`src/rtl/instr_sequencer.sv`:
```
// instr_sequencer: multi-cycle fetch/decode/execute/writeback sequencer.
// Owns the PC, fetches 32-bit words over a req/ack instruction-memory port,
// latches the IR and drives ALU-op, register-write strobe and write-mux selects.
// Optional build macro PERF_CNT_EN adds busy-cycle and retired-instruction counters.
module instr_sequencer #(
    parameter int            AW          = 8,
    parameter logic [AW-1:0] RESET_PC    = '0,
    parameter int            MEM_TIMEOUT = 255
) (
    input  logic          clk,
    input  logic          rst_n,
    input  logic          i_start,
    output logic          o_imem_req,
    output logic [AW-1:0] o_imem_addr,
    input  logic          i_imem_ack,
    input  logic [31:0]   i_imem_rdata,
    output logic [31:0]   o_instr,
    output logic [3:0]    o_alu_op,
    output logic          o_reg_write,
    output logic          o_mux_write_reg,
    output logic          o_mux_write_data,
    output logic          o_busy,
    output logic          o_halted,
    output logic          o_fault
`ifdef PERF_CNT_EN
    ,
    output logic [31:0]   o_cycle_cnt,
    output logic [31:0]   o_retire_cnt
`endif
);

    // Opcode encodings (IR[31:27])
    localparam logic [4:0] OP_AR  = 5'b00010;
    localparam logic [4:0] OP_T   = 5'b01011;
    localparam logic [4:0] OP_HLT = 5'b11111;

    // Largest legal AR function code
    localparam logic [3:0] AR_FUNCT_MAX = 4'b1000;

    // Timeout counter sized to hold MEM_TIMEOUT-1; at least one bit wide
    localparam int            TW      = (MEM_TIMEOUT < 2) ? 1 : $clog2(MEM_TIMEOUT + 1);
    localparam logic [TW-1:0] TO_LAST = (MEM_TIMEOUT == 0) ? '0 : TW'(MEM_TIMEOUT - 1);

    typedef enum logic [2:0] {
        S_IDLE   = 3'd0,
        S_FETCH  = 3'd1,
        S_DECODE = 3'd2,
        S_EXEC   = 3'd3,
        S_WB     = 3'd4,
        S_HALT   = 3'd5
    } state_t;

    state_t        r_state;
    logic [AW-1:0] r_pc;
    logic [31:0]   r_instr;
    logic [3:0]    r_alu_op;
    logic          r_mux_wr;
    logic          r_mux_wd;
    logic          r_wr_pend;
    logic          r_halt_pend;
    logic          r_imem_req;
    logic          r_reg_write;
    logic          r_busy;
    logic          r_halted;
    logic          r_fault;
    logic [TW-1:0] r_to_cnt;

    logic [4:0]    w_opcode;
    logic [3:0]    w_funct;
    logic [3:0]    w_dec_alu;
    logic          w_dec_mwr;
    logic          w_dec_mwd;
    logic          w_dec_wr;
    logic          w_dec_halt;
    logic          w_dec_illegal;
    logic          w_timeout;

    assign w_opcode  = r_instr[31:27];
    assign w_funct   = r_instr[3:0];
    assign w_timeout = (MEM_TIMEOUT != 0) && (r_to_cnt == TO_LAST);

    // Decode the latched IR into next control values; unlisted controls hold
    always_comb begin
        w_dec_alu     = r_alu_op;
        w_dec_mwr     = r_mux_wr;
        w_dec_mwd     = r_mux_wd;
        w_dec_wr      = 1'b0;
        w_dec_halt    = 1'b0;
        w_dec_illegal = 1'b0;
        case (w_opcode)
            OP_AR: begin
                if (w_funct > AR_FUNCT_MAX) begin
                    w_dec_illegal = 1'b1;
                end else begin
                    w_dec_alu = w_funct;
                    w_dec_wr  = 1'b1;
                    w_dec_mwr = 1'b0;
                    w_dec_mwd = 1'b0;
                end
            end
            OP_T: begin
                w_dec_alu = 4'b1111;
                w_dec_wr  = 1'b1;
                w_dec_mwr = 1'b1;
                w_dec_mwd = 1'b1;
            end
            OP_HLT: begin
                w_dec_halt = 1'b1;
            end
            default: begin
                w_dec_illegal = 1'b1;
            end
        endcase
    end

    // Main sequencer: state, PC, IR and all registered control outputs
    always_ff @(posedge clk or negedge rst_n) begin
        if (!rst_n) begin
            r_state     <= S_IDLE;
            r_pc        <= RESET_PC;
            r_instr     <= '0;
            r_alu_op    <= '0;
            r_mux_wr    <= 1'b0;
            r_mux_wd    <= 1'b0;
            r_wr_pend   <= 1'b0;
            r_halt_pend <= 1'b0;
            r_imem_req  <= 1'b0;
            r_reg_write <= 1'b0;
            r_busy      <= 1'b0;
            r_halted    <= 1'b0;
            r_fault     <= 1'b0;
            r_to_cnt    <= '0;
        end else begin
            case (r_state)
                S_IDLE, S_HALT: begin
                    if (i_start) begin
                        r_state    <= S_FETCH;
                        r_pc       <= RESET_PC;
                        r_fault    <= 1'b0;
                        r_imem_req <= 1'b1;
                        r_busy     <= 1'b1;
                        r_halted   <= 1'b0;
                        r_to_cnt   <= '0;
                    end
                end
                S_FETCH: begin
                    // An ack in the final allowed cycle still wins over the timeout
                    if (i_imem_ack) begin
                        r_instr    <= i_imem_rdata;
                        r_imem_req <= 1'b0;
                        r_to_cnt   <= '0;
                        r_state    <= S_DECODE;
                    end else if (w_timeout) begin
                        r_fault    <= 1'b1;
                        r_imem_req <= 1'b0;
                        r_busy     <= 1'b0;
                        r_halted   <= 1'b1;
                        r_to_cnt   <= '0;
                        r_state    <= S_HALT;
                    end else begin
                        r_to_cnt <= r_to_cnt + TW'(1);
                    end
                end
                S_DECODE: begin
                    r_alu_op    <= w_dec_alu;
                    r_mux_wr    <= w_dec_mwr;
                    r_mux_wd    <= w_dec_mwd;
                    r_wr_pend   <= w_dec_wr;
                    r_halt_pend <= w_dec_halt;
                    if (w_dec_illegal) begin
                        r_fault <= 1'b1;
                    end
                    r_state <= S_EXEC;
                end
                S_EXEC: begin
                    // HLT stops here without advancing the PC
                    if (r_halt_pend) begin
                        r_busy   <= 1'b0;
                        r_halted <= 1'b1;
                        r_state  <= S_HALT;
                    end else begin
                        r_reg_write <= r_wr_pend;
                        r_state     <= S_WB;
                    end
                end
                S_WB: begin
                    r_reg_write <= 1'b0;
                    r_pc        <= r_pc + AW'(1);
                    r_imem_req  <= 1'b1;
                    r_state     <= S_FETCH;
                end
                default: begin
                    r_state     <= S_IDLE;
                    r_imem_req  <= 1'b0;
                    r_reg_write <= 1'b0;
                    r_busy      <= 1'b0;
                    r_halted    <= 1'b0;
                end
            endcase
        end
    end

    assign o_imem_req       = r_imem_req;
    assign o_imem_addr      = r_pc;
    assign o_instr          = r_instr;
    assign o_alu_op         = r_alu_op;
    assign o_reg_write      = r_reg_write;
    assign o_mux_write_reg  = r_mux_wr;
    assign o_mux_write_data = r_mux_wd;
    assign o_busy           = r_busy;
    assign o_halted         = r_halted;
    assign o_fault          = r_fault;

`ifdef PERF_CNT_EN
    logic        w_start_acc;
    logic [31:0] r_cycle_cnt;
    logic [31:0] r_retire_cnt;

    assign w_start_acc = i_start && ((r_state == S_IDLE) || (r_state == S_HALT));

    // Saturating busy-cycle and retired-instruction counters, cleared on accepted start
    always_ff @(posedge clk or negedge rst_n) begin
        if (!rst_n) begin
            r_cycle_cnt  <= '0;
            r_retire_cnt <= '0;
        end else if (w_start_acc) begin
            r_cycle_cnt  <= '0;
            r_retire_cnt <= '0;
        end else begin
            if (r_busy && (r_cycle_cnt != 32'hFFFF_FFFF)) begin
                r_cycle_cnt <= r_cycle_cnt + 32'd1;
            end
            if ((r_state == S_WB) && (r_retire_cnt != 32'hFFFF_FFFF)) begin
                r_retire_cnt <= r_retire_cnt + 32'd1;
            end
        end
    end

    assign o_cycle_cnt  = r_cycle_cnt;
    assign o_retire_cnt = r_retire_cnt;
`else
    // Performance counters are not built in this configuration
`endif

endmodule

```
`config.mk`:
```
export PLATFORM = sky130hd
export DESIGN_NAME = instr_sequencer
export DESIGN_NICKNAME = d
export VERILOG_FILES = /design/src/rtl/instr_sequencer.sv
export SDC_FILE = /design/constraint.sdc
export NUM_CORES = 1
export LEC_CHECK = 0
export CAP_MARGIN = 10
export CELL_PAD_IN_SITES_DETAIL_PLACEMENT = 0
export CELL_PAD_IN_SITES_GLOBAL_PLACEMENT = 1
export CORE_UTILIZATION = 39
export CTS_BUF_LIST = sky130_fd_sc_hd__clkbuf_4 sky130_fd_sc_hd__clkbuf_8
export DETAILED_ROUTE_END_ITERATION = 10
export GPL_TIMING_DRIVEN = 0
export PLACE_DENSITY = 0.83
export SLEW_MARGIN = 20
export SYNTH_ARGS = -nofsm -noshare
export SYNTH_HDL_FRONTEND = slang
export SYNTH_SLANG_ARGS = --single-unit
```
`constraint.sdc`:
```
create_clock -name clk -period 2.05 [get_ports clk]
set_clock_uncertainty 0.05 [all_clocks]
set_input_delay 0.41 -clock clk [delete_from_list [all_inputs] [get_ports clk]]
set_output_delay 0.41 -clock clk [all_outputs]
set_load 0.02 [all_outputs]
```
==> results.yml <==
clock_network:
  cts_tree: "built"
  cts-buffers-inserted: 9
  clk_transition_reported_paths_ns: 0.06
  h-tree-depth: 3
  buffer_cell_driving_the_clock_tree_root: "sky130_fd_sc_hd__clkbuf_8"
  clockBufferDepth: 2
  numClockSinks: 63
  clock_insertion_delay_worst_skew_ns: 0.33
  cts_resized: 0
global_routing:
  first_global_vias: 2265
  wire_length_of_the_first_global_routing_pass_mm: 10.88
  globalRoute.totalOverflow: 0
  grt_max_degree: 41
  initial_antenna_violation_count: 0
  grt_util_all_layers: 0.1667
min_path:
  min_delay_path_depth: 2
  timing.hold.worst_endpoint: "o_fault"
  hold_wc_startpoint: "o_fault"
  min_path_type: "reg -> reg"
placement:
  placed_cells_incl_taps: 435
  io_buffer_count: 86
  gpl.final_weighted_congestion: 0.7900
  dp.final_hpwl_mm: 4.655
  placement.cell_area_um2: 4054
  detailedPlace.worstSlack_ns: -0.1091
sta:
  report.final.setup_viol: 0
  min_tclk_post_route_ns: 1.897
  maxClockFrequency_mhz: 527.2
  period_share: 0.9252
  transition_time_at_the_pin_with_the_least_slew_margin_ns: 0.5319
  rsz0062_at_grt: "no"
  slew_headroom: 0.6447
  final.hold.worst_slack_ns: 0.4152
  timing.final.ws_setup_ns: 0.1534
  timing.final.max_slew_violations: 0
  timing_hold_violations_final: 0
critical_path:
  worstPathMaxFanout: 6
  r2r_cells: 6
  critical-path-top-delay-family: "buffers and inverters"
  timing.critical_path.slowest_cell_delay_ns: 0.65
  path_class: "reg -> out"
  critical_path_startpoint_category: "register"
  worstReg2RegStart: "r_state[2]"
  cpMaxStageDelayCell: "sky130_fd_sc_hd__clkdlybuf4s50_1"
  count_of_buffering_cells_on_the_critical_path_with_inverters_included: 1
  critical_path.reg2reg.endpoint: "o_instr[30]"
  worstPathRequired_ns: 1.59
  reg2reg_setup_slack_ns: 0.26
  timing.critical_path.arrival_ns: 1.44
  critPathCaptureType: "output port"
  cp_cell_sequence: "clkdlybuf4s50_1"
layout:
  post_route_cells_drive_above_1_share: 0.1880
  antennaDiodeCount: 0
  syn2layout_area_growth_pct: 38.79
  finish.instance_area_um2: 4235
  final-instance-count-excl-fill: 450
  layout_commonest_cell: "sky130_fd_sc_hd__clkdlybuf4s50_1"
  finalNetCount: 387
  fin_util: 0.5717
  most-common-layout-cells: "sky130_fd_sc_hd__clkdlybuf4s50_1 (85), sky130_fd_sc_hd__dfrtp_1 (63), sky130_fd_sc_hd__mux2_4 (29)"
power:
  power_per_cell_area_nw_per_um2: 1477
  peakVddDrop_v: 0.0008183
  p_leak_nw: 1.840
synth:
  seq_area_frac_synth: 0.5166
  synth-seq-cells: 63
  post_synth_main_area_contributors: "sky130_fd_sc_hd__dfrtp_1 (52%), sky130_fd_sc_hd__mux2_4 (14%), sky130_fd_sc_hd__o21ai_0 (2.8%)"
  synthesis.instances: 249
  synth_enable_flop_cells: 0
  ys_types: 54
  synth.cell_area_um2: 3052
  synth-async-reset-ratio: 1.000
  synth_area_leader_cell: "sky130_fd_sc_hd__dfrtp_1"
  mappedNetlistNets: 288
  ys.flop_type: "sky130_fd_sc_hd__dfrtp_1"
  postSynthAreaPerCell_um2: 12.26
  ys.warnings.count: 0
  post-synth-top-area-fraction: 0.5166
drt:
  drc_errors_left: 0
  via_total_after_detailed_routing: 2321
  ant_nets: 0
  drt-pass1-iter-count: 4
  avgRoutedWirePerCell_um: 14.32
  routed_via_density: 5.158
  postRouteWirelength_mm: 6.443
  drt_first_iter_violations: 158
run:
  max_cap_violations: 0
floorplan:
  core.rowCount: 31
  placeableCoreArea_um2: 7408
  design.die.area_um2: 8182
  ports_placed_on_the_boundary: 87
  chipHeight_um: 90.46
  initial_core_util: 0.4119
  dieWidth_um: 90.46
run_status:
  run_status: "complete, no violations"
## cell usage after synthesis (all sizes together), types with 2 or more instances
master,n
and4,2
a31oi,4
nor3,3
a21oi,7
mux2i,3
mux2,32
o211ai,4
inv,7
and3,7
nand3,13
nor3b,5
nor2,7
nand4,7
nor4b,2
nor2b,2
or3,2
a211o,2
ha,3
o21ai,19
nand2,18
buf,8
clkbuf,2
o31ai,3
dfrtp,63
nand2b,5
## worst max path at each step
stage	end	startpoint	cells after the start	slack [ns]
5_1_grt	o_imem_addr[2]	o_imem_addr[2]	1	0.07
3_3_place_gp	o_imem_addr[7]	rst_n	1	-1.58
4_1_cts	o_imem_addr[2]	o_imem_addr[2]	1	0.13
6_report	o_imem_addr[0]	o_imem_addr[0]	1	0.15
3_5_place_dp	r_to_cnt[3]	i_imem_ack	5	-0.11
2_1_floorplan	o_instr[0]	r_state[2]	6	0.44
## what timing repair did
| action | CTS | global route |
|---|---|---|
| hold buffers | 1 | 0 |
| buffers inserted | 0 | 0 |
| hold endpoints to repair | 23 | 0 |
## final cells by class
class | instances | area (µm²)
fill | 613 | 3173
sequential | 63 | 1577
multi-input combinational | 169 | 1365
timing repair buffer | 88 | 888.4
clock buffer | 13 | 166.4
tap | 99 | 123.9
buffer | 10 | 83.83
inverter | 7 | 26.28
clock inverter | 1 | 5.005
## logic make-up (layout without fill, tap and decap cells)
logic type                 count (synthesis)  in the layout  synth area share
AOI/OAI and AO/OA                         51             51            0.1115
and+or+nand+nor                           78             78            0.1537
adders and majority gates                  4              4           0.01558
DFF                                       63             63            0.5166
xor gates and xnor gates                   1              1          0.002871
muxes                                     35             35            0.1636
buffers and inverters                     17            119           0.03608
## through the flow
step	TNS, ns	total power, mW
floorplan	0	4.093
global placement	-100.02	5.295
detailed placement	-0.3955	5.339
CTS	0	6.328
global route	0	6.644
finish	0	6.257
## state kept, by name (all words and copies together) (netlist names)
| register | count |
|---|---|
| o_imem_req | 1 |
| o_alu_op | 4 |
| o_reg_write | 1 |
| r_wr_pend | 1 |
| o_mux_write_data | 1 |
| o_fault | 1 |
| o_halted | 1 |
| o_instr | 32 |
| r_state | 3 |
| o_busy | 1 |
| r_halt_pend | 1 |
| o_imem_addr | 8 |
| r_to_cnt | 8 |
## per-layer routing
layer,track usage,share of wire,vias up
met1,0.2227,0.47,1127
li1,-,-,1116
met4,0.07258,0.017,0
met3,0.03620,0.048,11
met5,0,0,-
met2,0.2608,0.46,67
## where the power goes
| part | internal (mW) | switching (mW) | total (mW) |
|---|---|---|---|
| clock network | 0.517 | 0.434 | 0.951 |
| registers | 1.72 | 0.409 | 2.12 |
| logic | 1.72 | 1.46 | 3.18 |
(Power assumes the default switching activity.)
==> patch (same settings) <==
The option `PERF_CNT_EN` is turned on by a define.
--- a/src/rtl/instr_sequencer.sv
+++ b/src/rtl/instr_sequencer.sv
@@ -2,6 +2,8 @@
 // Owns the PC, fetches 32-bit words over a req/ack instruction-memory port,
 // latches the IR and drives ALU-op, register-write strobe and write-mux selects.
 // Optional build macro PERF_CNT_EN adds busy-cycle and retired-instruction counters.
+`define PERF_CNT_EN
+
 module instr_sequencer #(
     parameter int            AW          = 8,
     parameter logic [AW-1:0] RESET_PC    = '0,
Behaviour (old outputs only; new: o_cycle_cnt and o_retire_cnt): unchanged (equiv_simple and equiv_induct, registers matched by name and starting in step).
==> patch against the unedited design <==
The run now ends with setup timing left. Final cell count rose by 140%. Power is 57% higher. Largest power group unchanged. Sequential power increased by 65%. Worst setup slack got worse by 0.32 ns. Critical path type is now register to register. Area after synthesis grew 100%. Cell area increased by 120%. Sequential cell count increased by 64. Routed wire length grew to 2.7 times the old value. Synthesized cell count is 150% higher.
==> patch: results <==
critical_path:
  r2r_cells: 8
  reg2reg_from: "r_state[0]$_DFFE_PN0P_"
  cpPeakStageDelay_ns: 0.58
  crit_end: "o_retire_cnt[10]$_DFFE_PN0P_"
  critPathSlowestCell: "or4_4"
  cp_max_fo: 7
  arrival_ns: 2.49
grt:
  grt_pass1_vias: 5463
  grt_max_degree: 73
  use_met2_pct: 35.6
  gr-usage-met3_pct: 6.03
  grt_use_total_pct: 21.2
  grt_pass1_wl_um: 27600
  met1_usage_pct: 26.5
timing:
  hold_ws_ns: 0.425
  maxSlewViolCount: 0
  worst_slack_ns: -0.167
  maxSlewHeadroom_pct: 61.7
  finalSetupViolCount: 17
synthesis:
  synthDistinctLibCells: 62
  synth_nets: 663
  synth_area_leaders: "dfrtp_1 51%, mux2_2 5.8%, nor2_1 4.9%"
  synth.top_cells.by_count: "127 x dfrtp_1, 81 x nor2_1, 47 x nand2_1"
routing:
  drtPass1Iterations: 5
  wl_per_cell_um: 16.3
  drt_iter0_drc: 361
  vias: 5679
pwr:
  ir_worst_vdd_mv: 0.964
  p_leak_nw: 4.04
clock_tree:
  htreeDepth: 4
  insertion_delay_ns: 0.43
  cts_buffers: 17
  clk_pin_slew_ns: 0.08
placement:
  place_ws_ns: -0.745
  place_congestion: 0.831
  dpl.hpwl_um: 11600
  io_buffers: 150
layout:
  fin_nets: 889
min_path:
  holdCritPathClass: "input port to async pin"
status:
  violations: "setup timing"
  status: "finished with violations"
-- patch: cell families (layout without fill, tap and decap cells) --
family                   Yosys count  in the layout  synth area share (%)
XOR/XNOR                          41             41                  5.75
adder cells (fa/ha/maj)            5              5                  1.00
AO/OA/AOI/OAI                    114            114                  11.7
multiplexers                      35             35                  6.26
buffers and inverters             43            282                  3.17
flip-flops                       127            127                  50.9
AND/OR/NAND/NOR                  257            257                  21.2
-- patch: repair_timing --
action,4_1_cts,5_1_grt
buffers inserted,19,41
cloned,1,1
pin swaps,16,27
setup endpoints to repair,102,107
hold endpoints to repair,55,0
resized for setup,53,74
hold buffers,1,0
-- patch: power by group --
part           switching (mW)  internal (mW)
clock network            1.00           1.28
registers               0.447           3.05
logic                    2.15           1.89
total                    3.60           6.22
-- patch: metal layers --
layer  wire, um  up-vias
met4        204        0
met1       7430     2793
li1           -     2686
met3       1200       18
met5          0        -
met2       8630      182
-- patch: final cells by class --
class,instances,area (um2)
Fill cell,1301,6030
Sequential cell,127,3220
Clock inverter,12,140
Buffer,18,125
Timing Repair Buffer,214,2060
Tap cell,211,264
Clock buffer,20,275
Inverter,18,67.6
Multi-Input combinational cell,452,3240
-- patch: critical path: cells and delay by family, from the launching register on --
family	cells	cell delay (ns)
AO/OA/AOI/OAI	2	0.45
XOR/XNOR	1	0.14
buffers and inverters	2	0.29
flip-flops	1	0.39
AND/OR/NAND/NOR	3	0.79
-- patch: metrics by stage --
step	cells	utilization, %	TNS (ns)	area (um2)
final	1072	60.9	-1.79	9400
after global routing	1072	60.9	-4.01	9400
after CTS	1033	57.2	-1.27	8830
after detailed placement	984	52.4	-35.74	8090
after global placement	983	52.2	-620.24	8060
after floorplan	622	-	-0.405	6290
